==> src/rtl/seg_pkg.sv <==
// Shared constants and types for the 4-digit multiplexed 7-segment scanner.
// Segment patterns are active-low, with segment a..g on bits 0..6.
package seg_pkg;
  localparam int NDIG = 4;

  typedef logic [1:0] scan_idx_t;

  localparam logic [6:0] SEG_BLANK = 7'h7F;
  localparam logic [6:0] SEG_DASH  = 7'h3F;

  // Glyphs 9 down to 0; the leftmost entry of the concatenation lands at index 9.
  localparam logic [9:0][6:0] SEG_GLYPH = {
    7'h10, 7'h00, 7'h78, 7'h02, 7'h12, 7'h19, 7'h30, 7'h24, 7'h79, 7'h40
  };
endpackage

==> src/rtl/bcd7seg.sv <==
// Combinational BCD to active-low 7-segment decoder.
// Codes 10-15 are not BCD digits and are shown as a dash.
module bcd7seg
  import seg_pkg::*;
(
  input  logic [3:0] code,
  output logic [6:0] seg
);
  always_comb begin
    seg = SEG_DASH;
    if (code < 4'd10) seg = SEG_GLYPH[code];
  end
endmodule

==> src/rtl/seg_scan.sv <==
// Four-digit multiplexed 7-segment scanner with prescaled refresh.
// Includes leading-zero blanking and tear-free display updates at frame boundaries.
module seg_scan
  import seg_pkg::*;
#(
  parameter int DIV      = 100000,
  parameter bit LZ_BLANK = 1'b1
) (
  input  logic        clk,
  input  logic        rst,
  input  logic        en,
  input  logic [15:0] digits_in,
  input  logic [3:0]  dp_in,
  input  logic        load,
  output logic [3:0]  an,
  output logic [6:0]  seg,
  output logic        dp,
  output logic        frame
);
  localparam int CW = $clog2(DIV);

  logic [CW-1:0] pcnt;
  scan_idx_t     idx;
  logic          live;
  logic [15:0]   shadow_dig, disp_dig;
  logic [3:0]    shadow_dp, disp_dp;
  logic          tick, wrap;

  logic [NDIG-1:0][6:0] glyph;
  logic [NDIG-1:0]      zero, blank;
  logic                 run;

  assign tick = en && (pcnt == CW'(DIV-1));
  assign wrap = tick && live && (idx == scan_idx_t'(NDIG-1));

  for (genvar g = 0; g < NDIG; g++) begin : g_dig
    bcd7seg u_dec (.code(disp_dig[4*g +: 4]), .seg(glyph[g]));
    assign zero[g] = (disp_dig[4*g +: 4] == 4'd0);
  end

  // A digit blanks only if it and every more-significant digit are zero.
  always_comb begin
    blank = '0;
    run   = LZ_BLANK;
    for (int i = NDIG-1; i > 0; i--) begin
      run      = run && zero[i];
      blank[i] = run;
    end
  end

  // The first tick after reset only arms the display, so digit0 gets a full dwell.
  always_ff @(posedge clk or posedge rst) begin
    if (rst) begin
      pcnt       <= '0;
      idx        <= '0;
      live       <= 1'b0;
      shadow_dig <= '0;
      shadow_dp  <= '0;
      disp_dig   <= '0;
      disp_dp    <= '0;
      frame      <= 1'b0;
      an         <= 4'hF;
      seg        <= SEG_BLANK;
      dp         <= 1'b1;
    end else begin
      if (en) pcnt <= tick ? '0 : pcnt + 1'b1;
      if (tick) begin
        live <= 1'b1;
        if (live) idx <= idx + 1'b1;
      end
      if (load) begin
        shadow_dig <= digits_in;
        shadow_dp  <= dp_in;
      end
      // A load landing on the boundary bypasses the shadow so it is not lost.
      if (wrap) begin
        disp_dig <= load ? digits_in : shadow_dig;
        disp_dp  <= load ? dp_in     : shadow_dp;
      end
      frame <= wrap;
      if (en && live) begin
        an  <= ~(4'b0001 << idx);
        seg <= blank[idx] ? SEG_BLANK : glyph[idx];
        dp  <= ~disp_dp[idx];
      end else begin
        an  <= 4'hF;
        seg <= SEG_BLANK;
        dp  <= 1'b1;
      end
    end
  end
endmodule
==> config.mk <==
export PLATFORM = sky130hd
export DESIGN_NAME = seg_scan
export DESIGN_NICKNAME = d
export VERILOG_FILES = /design/src/rtl/seg_pkg.sv /design/src/rtl/bcd7seg.sv /design/src/rtl/seg_scan.sv
export SDC_FILE = /design/constraint.sdc
export NUM_CORES = 1
export LEC_CHECK = 0
export BUFFER_PORTS_ARGS = -buffer_cell sky130_fd_sc_hd__buf_2
export CORE_ASPECT_RATIO = 1.5
export CORE_UTILIZATION = 40
export DETAILED_ROUTE_END_ITERATION = 12
export GPL_ROUTABILITY_DRIVEN = 0
export SLEW_MARGIN = 20
export SYNTH_ARGS = -nofsm -noshare
export SYNTH_HDL_FRONTEND = slang
export SYNTH_SLANG_ARGS = --single-unit
==> constraint.sdc <==
create_clock -name clk -period 2.6 [get_ports clk]
set_input_delay 0.52 -clock clk [delete_from_list [all_inputs] [get_ports clk]]
set_output_delay 0.52 -clock clk [all_outputs]
set_load 0.02 [all_outputs]
==> results of run 1 <==
==> power groups by stage <==
| stage | registers (W) | logic [W] | clock network, W |
|---|---|---|---|
| after CTS | 0.00127 | 0.000186 | 0.00144 |
| after global placement | 0.00129 | 0.000183 | 0 |
| final | 0.00127 | 0.000181 | 0.00141 |
| after floorplan | 0.00128 | 0.000129 | 0 |
| after global routing | 0.00128 | 0.000205 | 0.00148 |
| after detailed placement | 0.00129 | 0.000186 | 0 |
==> synth_stat cells (all sizes together) (2+ instances only) <==
| master | number |
|---|---|
| dfrtp | 61 |
| mux2 | 43 |
| ha | 25 |
| nor2 | 21 |
| inv | 18 |
| o21ai | 18 |
| nand2 | 15 |
| a21oi | 12 |
| dfstp | 12 |
| clkbuf | 9 |
| nand3 | 9 |
| a221oi | 7 |
| xnor2 | 7 |
| xor2 | 7 |
| buf | 6 |
| nand2b | 5 |
| nand4 | 4 |
| a211oi | 3 |
| and2 | 3 |
| and3 | 3 |
| and4 | 3 |
| mux2i | 3 |
| nor3b | 3 |
| o211ai | 3 |
| or3 | 3 |
| a311oi | 2 |
| a31oi | 2 |
| a32oi | 2 |
| nor2b | 2 |
| nor3 | 2 |
| o22ai | 2 |
==> layout make-up <==
| cell class | count | area share [%] |
|---|---|---|
| clock inverter | 6 | 2.344 |
| multi-input combinational | 222 | 41.59 |
| sequential | 73 | 41.08 |
| clock buffer | 10 | 5.331 |
| tap | 112 | 3.126 |
| inverter | 18 | 1.507 |
| timing repair buffer | 42 | 5.024 |
==> final timing paths <==
kind	cells past startpoint	slack [ns]	end
max	6	0.51	disp_dig[8]
min	2	0.13	disp_dig[15]
max reg2reg	6	0.51	disp_dig[8]
min reg2reg	1	0.50	pcnt[2]
max in group asynchronous	3	1.72	an[0]
min in group clk	2	0.44	shadow_dig[3]
==> cells by family after synthesis <==
logic type               after synthesis  share of synthesized area (%)
multiplexers                          47                          15.87
AND/OR/NAND/NOR                       75                          10.84
buffers and inverters                 33                          3.862
flip-flops                            73                          47.78
XOR/XNOR                              14                          3.181
AO/OA/AOI/OAI                         61                          10.35
adder cells (fa/ha/maj)               25                          8.114
==> stage by stage <==
step	total power (W)	worst slack (ns)	utilization (%)	hold WS, ns
3_5_place_dp	0.001473	0.3820	44.47	0.4883
4_1_cts	0.002899	0.4882	48.17	0.1387
3_3_place_gp	0.001468	0.4324	44.47	0.4823
5_1_grt	0.002965	0.3488	48.17	0.1525
2_1_floorplan	0.001410	0.2466	-	0.4517
6_report	0.002862	0.5050	48.17	0.1284
==> state kept, by name (all words and copies together), names as in the netlist <==
register    count
disp_dig       16
an              4
pcnt           17
disp_dp         4
idx             2
shadow_dig     16
shadow_dp       4
seg             7
frame           1
live            1
dp              1
==> routing by layer <==
layer  vias up  wire length, µm
li1       1252                -
met1      1254             3187
met2        55             3819
met3        19              234
met4         0              302
met5         -                0
==> qor.yml, run 1 <==
pwr:
  pwr-share-seq_pct: 44.3
  p_comb_share_pct: 6.3
  ir_worst_vdd_uv: 567.5
  power_density_nw_per_um2: 638.4
  p_leak_nw: 2.008
  switching_power_w: 0.0006032
  cell_internal_pwr_w: 0.002259
  p_clk_share_pct: 49.3
  switching_share_pct: 21.08
floorplan:
  rows: 43
  die_y_um: 122.2
  core_um2: 9308
  die_x_um: 82.16
  initial_core_util_pct: 41.42
  io_pins: 37
  die_area_um2: 10040
final_layout:
  antenna_cells: 0
  drive_gt1_share_pct: 33.15
  finalNonFillerCells: 483
  nFillCells: 873
  final-seq-area_um2: 1842
  multiInputGateArea_um2: 1864
  layout_commonest_cell: "dfrtp_1"
  layout_common_cells: "61 x dfrtp_1, 36 x buf_2, 25 x ha_1"
  syn_to_final_growth_pct: 16.29
  fin_area_um2: 4483
  nets: 415
grt:
  busiest_layer: "met2"
  grt_max_degree: 34
  grtUsageTotal_pct: 17.12
  grt-ovfl-total: 0
  grt_first_pass_wirelength_um: 12880
  antenna_found_initial: 0
  grt_pass1_vias: 2683
  use_met2_pct: 27.58
  use_met1_pct: 20.66
  grtUsageMet3_pct: 3.941
timing:
  max_slew_margin_pct: 62.35
  worst_slew_pin_slew_ns: 0.5505
  finalCritPeriodShare_pct: 80.58
  finalSetupTns_ns: 0
  rsz0062_at_grt: "no"
  max_freq_mhz: 477.3
  hold_viol_final: 0
  period_minus_slack_ns: 2.095
  final-setup-viol-count: 0
  report.final.slew_viol_count: 0
  skew_ns: 0.007596
synth:
  synthCells: 328
  synth_top_area_share_pct: 39.60
  synth_nets: 377
  ys_ff_latch: 73
  synth-seq-area-share_pct: 47.78
  synth_top_flop_cell: "dfrtp_1"
  yosysWarnings: 0
  synth_area_um2: 3855
  ys_top_cells_by_area: "dfrtp_1 40%, dfstp_2 8.2%, ha_1 8.1%"
  synth_area_leader_cell: "dfrtp_1"
  synthDistinctLibCells: 53
  synth_enable_flop_cells: 0
  synthArstFlopShare_pct: 100.0
  syn_area_per_cell_um2: 11.75
critical_path:
  crit_chain: "ha_1, and4_1, nand4_4, nor3_4, buf_4, mux2_2"
  path_delay_family: "simple AND/OR/NAND/NOR gates"
  startpoint: "pcnt[0]"
  cp-start-kind: "flip-flop"
  cp-end-kind: "flip-flop"
  path_max_fanout: 14
  critPathMaxStageDelay_ns: 0.38
  worstPathRequired_ns: 2.82
  path_class: "reg -> reg"
  arrival_ns: 2.31
  r2r-start: "pcnt[0]"
  path_buf_inv: 1
  slowest_stage: "dfrtp_1"
detailed_routing:
  wl_per_cell_um: 15.62
  drt_first_pass_iters: 5
  first_iter_violations: 102
  drtAntennaViolNets: 0
  vias: 2580
  vias_per_cell: 5.342
  drc: 0
  drt_wl_total_um: 7543
clock_network:
  cts_buffers: 9
  h-tree-depth: 3
  clkSinkCount: 73
  cts_setup_buffers: 0
  cts_resized: 0
  cts_buffer_depth: 2
  clk_pin_slew_worst_paths_ns: 0.06
  hold_buffers: 0
  cts_tree: "yes"
  insertion_delay_ns: 0.33
  root_buffer: "clkbuf_16"
place:
  hpwl_um: 5416
  postPlaceCellArea_um2: 4139
  io_buffers: 36
  placed_cells: 467
run_status:
  outcome: "complete, no violations"
job:
  cap_violations: 0
hold_path:
  holdCritPathClass: "in -> async"
Note: power is estimated with default switching activity, not from simulation.
==> run 2: changes to the inputs <==
- clock period: 2.6 -> 2.15 ns (I/O delays scaled with it)
==> run 2 against run 1 <==
Against the previous run:
- wire length down 2.7%
- clock skew about the same
- via count up 0.23%
- register-to-register slack worse by 0.23 ns
- die area unchanged
- clock power up 15%
==> qor.yml, run 2 (same netlist as run 1, synthesis figures left out) <==
run_status:
  outcome: "complete, no violations"
floorplan:
  die_x_um: 82.16
  core_um2: 9308
  rows: 43
  die_area_um2: 10040
  die_y_um: 122.2
  initial_core_util_pct: 41.42
  io_pins: 37
grt:
  grt_first_pass_wirelength_um: 12610
  grt_max_degree: 29
  grt-ovfl-total: 0
  grtUsageTotal_pct: 16.89
  antenna_found_initial: 0
  grt_pass1_vias: 2609
clock_network:
  clk_pin_slew_worst_paths_ns: 0.06
  root_buffer: "clkbuf_16"
  cts_resized: 0
  cts_tree: "yes"
  cts_setup_buffers: 0
  clkSinkCount: 73
  cts_buffer_depth: 2
  hold_buffers: 0
  cts_buffers: 9
  h-tree-depth: 3
  insertion_delay_ns: 0.33
critical_path:
  worstPathRequired_ns: 2.37
  path_buf_inv: 1
  cp-end-kind: "flip-flop"
  critPathMaxStageDelay_ns: 0.41
  crit_chain: "and4bb_2, nand3_1, nor3_4, buf_12, mux2_2"
  arrival_ns: 2.09
  path_delay_family: "simple AND/OR/NAND/NOR gates"
  slowest_stage: "dfrtp_1"
  path_class: "reg -> reg"
  cp-start-kind: "flip-flop"
  path_max_fanout: 21
timing:
  finalWorstSetupSlack_ns: 0.2711
  rsz0062_at_grt: "no"
  max_freq_mhz: 532.2
  holdWs_ns: 0.1538
  finalSetupTns_ns: 0
  worst_slew_pin_slew_ns: 0.5612
  final-setup-viol-count: 0
  hold_viol_final: 0
  finalCritPeriodShare_pct: 87.39
  period_minus_slack_ns: 1.879
  skew_ns: 0.007369
  max_slew_margin_pct: 62.51
  report.final.slew_viol_count: 0
final_layout:
  syn_to_final_growth_pct: 17.40
  antenna_cells: 0
  nets: 417
  finalNonFillerCells: 485
  layout_common_cells: "61 x dfrtp_1, 36 x buf_2, 25 x ha_1"
  multiInputGateArea_um2: 1864
  drive_gt1_share_pct: 33.51
  largest_reg_flops: 17
  top_regs: "pcnt (17), disp_dig (16), shadow_dig (16)"
  nFillCells: 865
  regMostFlops: "pcnt"
  final-seq-area_um2: 1842
  layout_commonest_cell: "dfrtp_1"
detailed_routing:
  wl_per_cell_um: 15.13
  vias: 2586
  drt_first_pass_iters: 4
  drc: 0
  vias_per_cell: 5.332
  drtAntennaViolNets: 0
  first_iter_violations: 174
  drt_wl_total_um: 7338
job:
  cap_violations: 0
pwr:
  ir_worst_vdd_uv: 566.6
  power_density_nw_per_um2: 747.7
  p_leak_nw: 2.016
  power_w: 0.003384
place:
  hpwl_um: 5410
  placed_cells: 469
  post-place-ws_ns: 0.2414
  io_buffers: 36
hold_path:
  holdCritPathClass: "in -> async"
==> run 2: layout make-up <==
type                       instances  area share (%)
tap                              112           3.096
multi-input combinational        222           41.19
timing repair buffer              44           6.138
sequential                        73           40.70
clock buffer                      11           5.585
clock inverter                     5           1.714
inverter                          18           1.576
==> run 2: worst paths after layout <==
| kind | startpoint | to | slack, ns | cells after the start |
|---|---|---|---|---|
| worst max-delay path | pcnt[14] | disp_dig[8] | 0.27 | 5 |
| worst min-delay path | rst | disp_dig[15] | 0.15 | 2 |
| worst max register to register | pcnt[14] | disp_dig[8] | 0.27 | 5 |
| worst min register to register | shadow_dig[13] | shadow_dig[13] | 0.49 | 1 |
| max in group asynchronous | rst | seg[2] | 1.41 | 3 |
| min in group clk | digits_in[0] | shadow_dig[0] | 0.35 | 2 |
==> run 2: per-stage QoR <==
stage          util, %  instance area, µm²
2_1_floorplan        -                3859
3_3_place_gp     45.07                4195
3_5_place_dp     45.07                4195
4_1_cts          48.62                4526
5_1_grt          48.62                4526
6_report         48.62                4526
==> run 2: where the power goes <==
group	switching (W)	total (W)	leakage (nW)	internal (W)
logic	0.000118	0.000228	0.937	0.000110
registers	0.0000652	0.00154	0.917	0.00147
clock network	0.000546	0.00162	0.162	0.00107
==> run 2: routing by layer <==
| metal | up-vias | wire length (µm) | GRT usage [%] |
|---|---|---|---|
| met5 | - | 0 | 0 |
| li1 | 1251 | - | - |
| met3 | 11 | 236 | 4.015 |
| met1 | 1284 | 3130 | 20.71 |
| met4 | 0 | 129 | 8.443 |
| met2 | 40 | 3841 | 27.27 |
==> run 3: changes to the inputs <==
==> constraint.sdc (replaced) <==
create_clock -name clk -period 2.15 [get_ports clk]
set_input_delay 0.3225 -clock clk [delete_from_list [all_inputs] [get_ports clk]]
set_output_delay 0.3225 -clock clk [all_outputs]
set_load 0.02 [all_outputs]
==> run 3 against run 2 <==
Against the previous run:
- final area is 1.4% lower
- combinational power hardly changed
- total power is 8.3% lower
- clock power is 17% lower
- critical endpoint unchanged
- largest cell class unchanged
- largest power group is now registers
==> qor.yml, run 3 (same netlist as run 1, synthesis figures left out) <==
detailed_routing:
  first_iter_violations: 149
  drtAntennaViolNets: 0
  drt_wl_total_um: 7474
  vias_per_cell: 5.278
  wl_per_cell_um: 15.41
  drc: 0
  drt_first_pass_iters: 4
  vias: 2560
critical_path:
  slowest_stage: "dfrtp_1"
  path_max_fanout: 21
  path_class: "reg -> reg"
  crit_chain: "ha_1, and4_1, nand4_4, nor3_4, buf_12, mux2_2"
  cp-end-kind: "flip-flop"
  reg2reg_slack_ns: 0.26
  worstPathRequired_ns: 2.36
  arrival_ns: 2.10
  cp-start-kind: "flip-flop"
  critPathMaxStageDelay_ns: 0.38
job:
  cap_violations: 0
floorplan:
  initial_core_util_pct: 41.42
  die_area_um2: 10040
  die_y_um: 122.2
  io_pins: 37
  rows: 43
  die_x_um: 82.16
  core_um2: 9308
timing:
  max_slew_margin_pct: 65.48
  finalCritPeriodShare_pct: 87.92
  worst_slew_pin_slew_ns: 0.5178
  report.final.slew_viol_count: 0
  rsz0062_at_grt: "no"
  skew_ns: 0.008605
  finalSetupTns_ns: 0
  max_freq_mhz: 529.0
  period_minus_slack_ns: 1.890
  hold_viol_final: 0
  final-setup-viol-count: 0
clock_network:
  cts_buffers: 9
  cts_setup_buffers: 0
  clkSinkCount: 73
  cts_tree: "yes"
  h-tree-depth: 3
  insertion_delay_ns: 0.33
  root_buffer: "clkbuf_16"
  cts_buffer_depth: 2
  hold_buffers: 1
  cts_resized: 0
  clk_pin_slew_worst_paths_ns: 0.05
final_layout:
  fin_area_um2: 4461
  regMostFlops: "pcnt"
  finalNonFillerCells: 485
  nets: 418
  post-route-util_pct: 47.92
  layout_common_cells: "61 x dfrtp_1, 36 x buf_2, 25 x ha_1"
  layout_commonest_cell: "dfrtp_1"
  antenna_cells: 0
  syn_to_final_growth_pct: 15.71
  top_regs: "pcnt (17), disp_dig (16), shadow_dig (16)"
  largest_reg_flops: 17
  drive_gt1_share_pct: 32.17
grt:
  grt_first_pass_wirelength_um: 12860
  grt-ovfl-total: 0
  grtUsageTotal_pct: 17.17
  antenna_found_initial: 0
  grt_max_degree: 40
  grt_pass1_vias: 2697
place:
  io_buffers: 36
  postPlaceCellArea_um2: 4183
  hpwl_um: 5429
  placed_cells: 469
pwr:
  pwr-share-seq_pct: 49.5
  p_comb_share_pct: 7.3
  ir_worst_vdd_uv: 458.3
  p_leak_nw: 1.984
  switching_power_w: 0.0006844
  switching_share_pct: 22.05
  power_density_nw_per_um2: 695.7
  p_clk_share_pct: 43.2
  cell_internal_pwr_w: 0.002419
run_status:
  outcome: "complete, no violations"
hold_path:
  holdCritPathClass: "in -> reg"
[run 3: cell types whose count changed in the layout (fill, tap and decap cells not counted), sizes merged]
cell         change
dlygate4sd3      +1
clkinvlp         -1
clkbuf           +4
bufinv           -2
clkinv           -2
[run 3: per-stage QoR]
stage | setup WS (ns) | hold WS (ns) | power (W)
finish | 0.2596 | 0.2503 | 0.003103
global route | 0.1516 | 0.2451 | 0.003248
CTS | 0.2371 | 0.2408 | 0.003155
detailed placement | 0.2416 | 0.3197 | 0.001789
global placement | 0.3048 | 0.3172 | 0.001779
floorplan | 0.3482 | 0.4156 | 0.001705
[run 3: cell type report]
cell class / instances / area (µm²)
fill: 850 / 4847
multi-input combinational: 222 / 1864
sequential: 73 / 1842
timing repair buffer: 45 / 275.3
clock buffer: 15 / 267.8
tap: 112 / 140.1
inverter: 18 / 71.32
[run 3: critical path, delay by kind of cell (launching register included)]
family | cells | cell delay, ns
AND/OR/NAND/NOR | 3 | 0.64
flip-flops | 1 | 0.38
multiplexers | 1 | 0.35
buffers and inverters | 1 | 0.22
adder cells (fa/ha/maj) | 1 | 0.18
[run 3: final timing paths]
path | start | to | depth (start not counted)
worst max-delay path | pcnt[0] | disp_dig[8] | 6
worst min-delay path | digits_in[12] | shadow_dig[12] | 2
worst max register to register | pcnt[0] | disp_dig[8] | 6
worst min register to register | shadow_dig[8] | shadow_dig[8] | 1
max in group asynchronous | rst | seg[0] | 4
min in group asynchronous | rst | disp_dig[6] | 3
[run 3: layer usage]
layer	GRT usage (%)	part of all wire [%]
met5	0	0
met4	7.785	2.4
met3	4.387	2.8
met2	28.67	51
met1	20.34	43
[run 3: power by group through the flow]
stage	combinational (W)	clock [W]	sequential, W
floorplan	0.000156	0	0.00155
global placement	0.000226	0	0.00155
detailed placement	0.000231	0	0.00156
CTS	0.000233	0.00139	0.00154
global route	0.000259	0.00144	0.00155
finish	0.000227	0.00134	0.00154
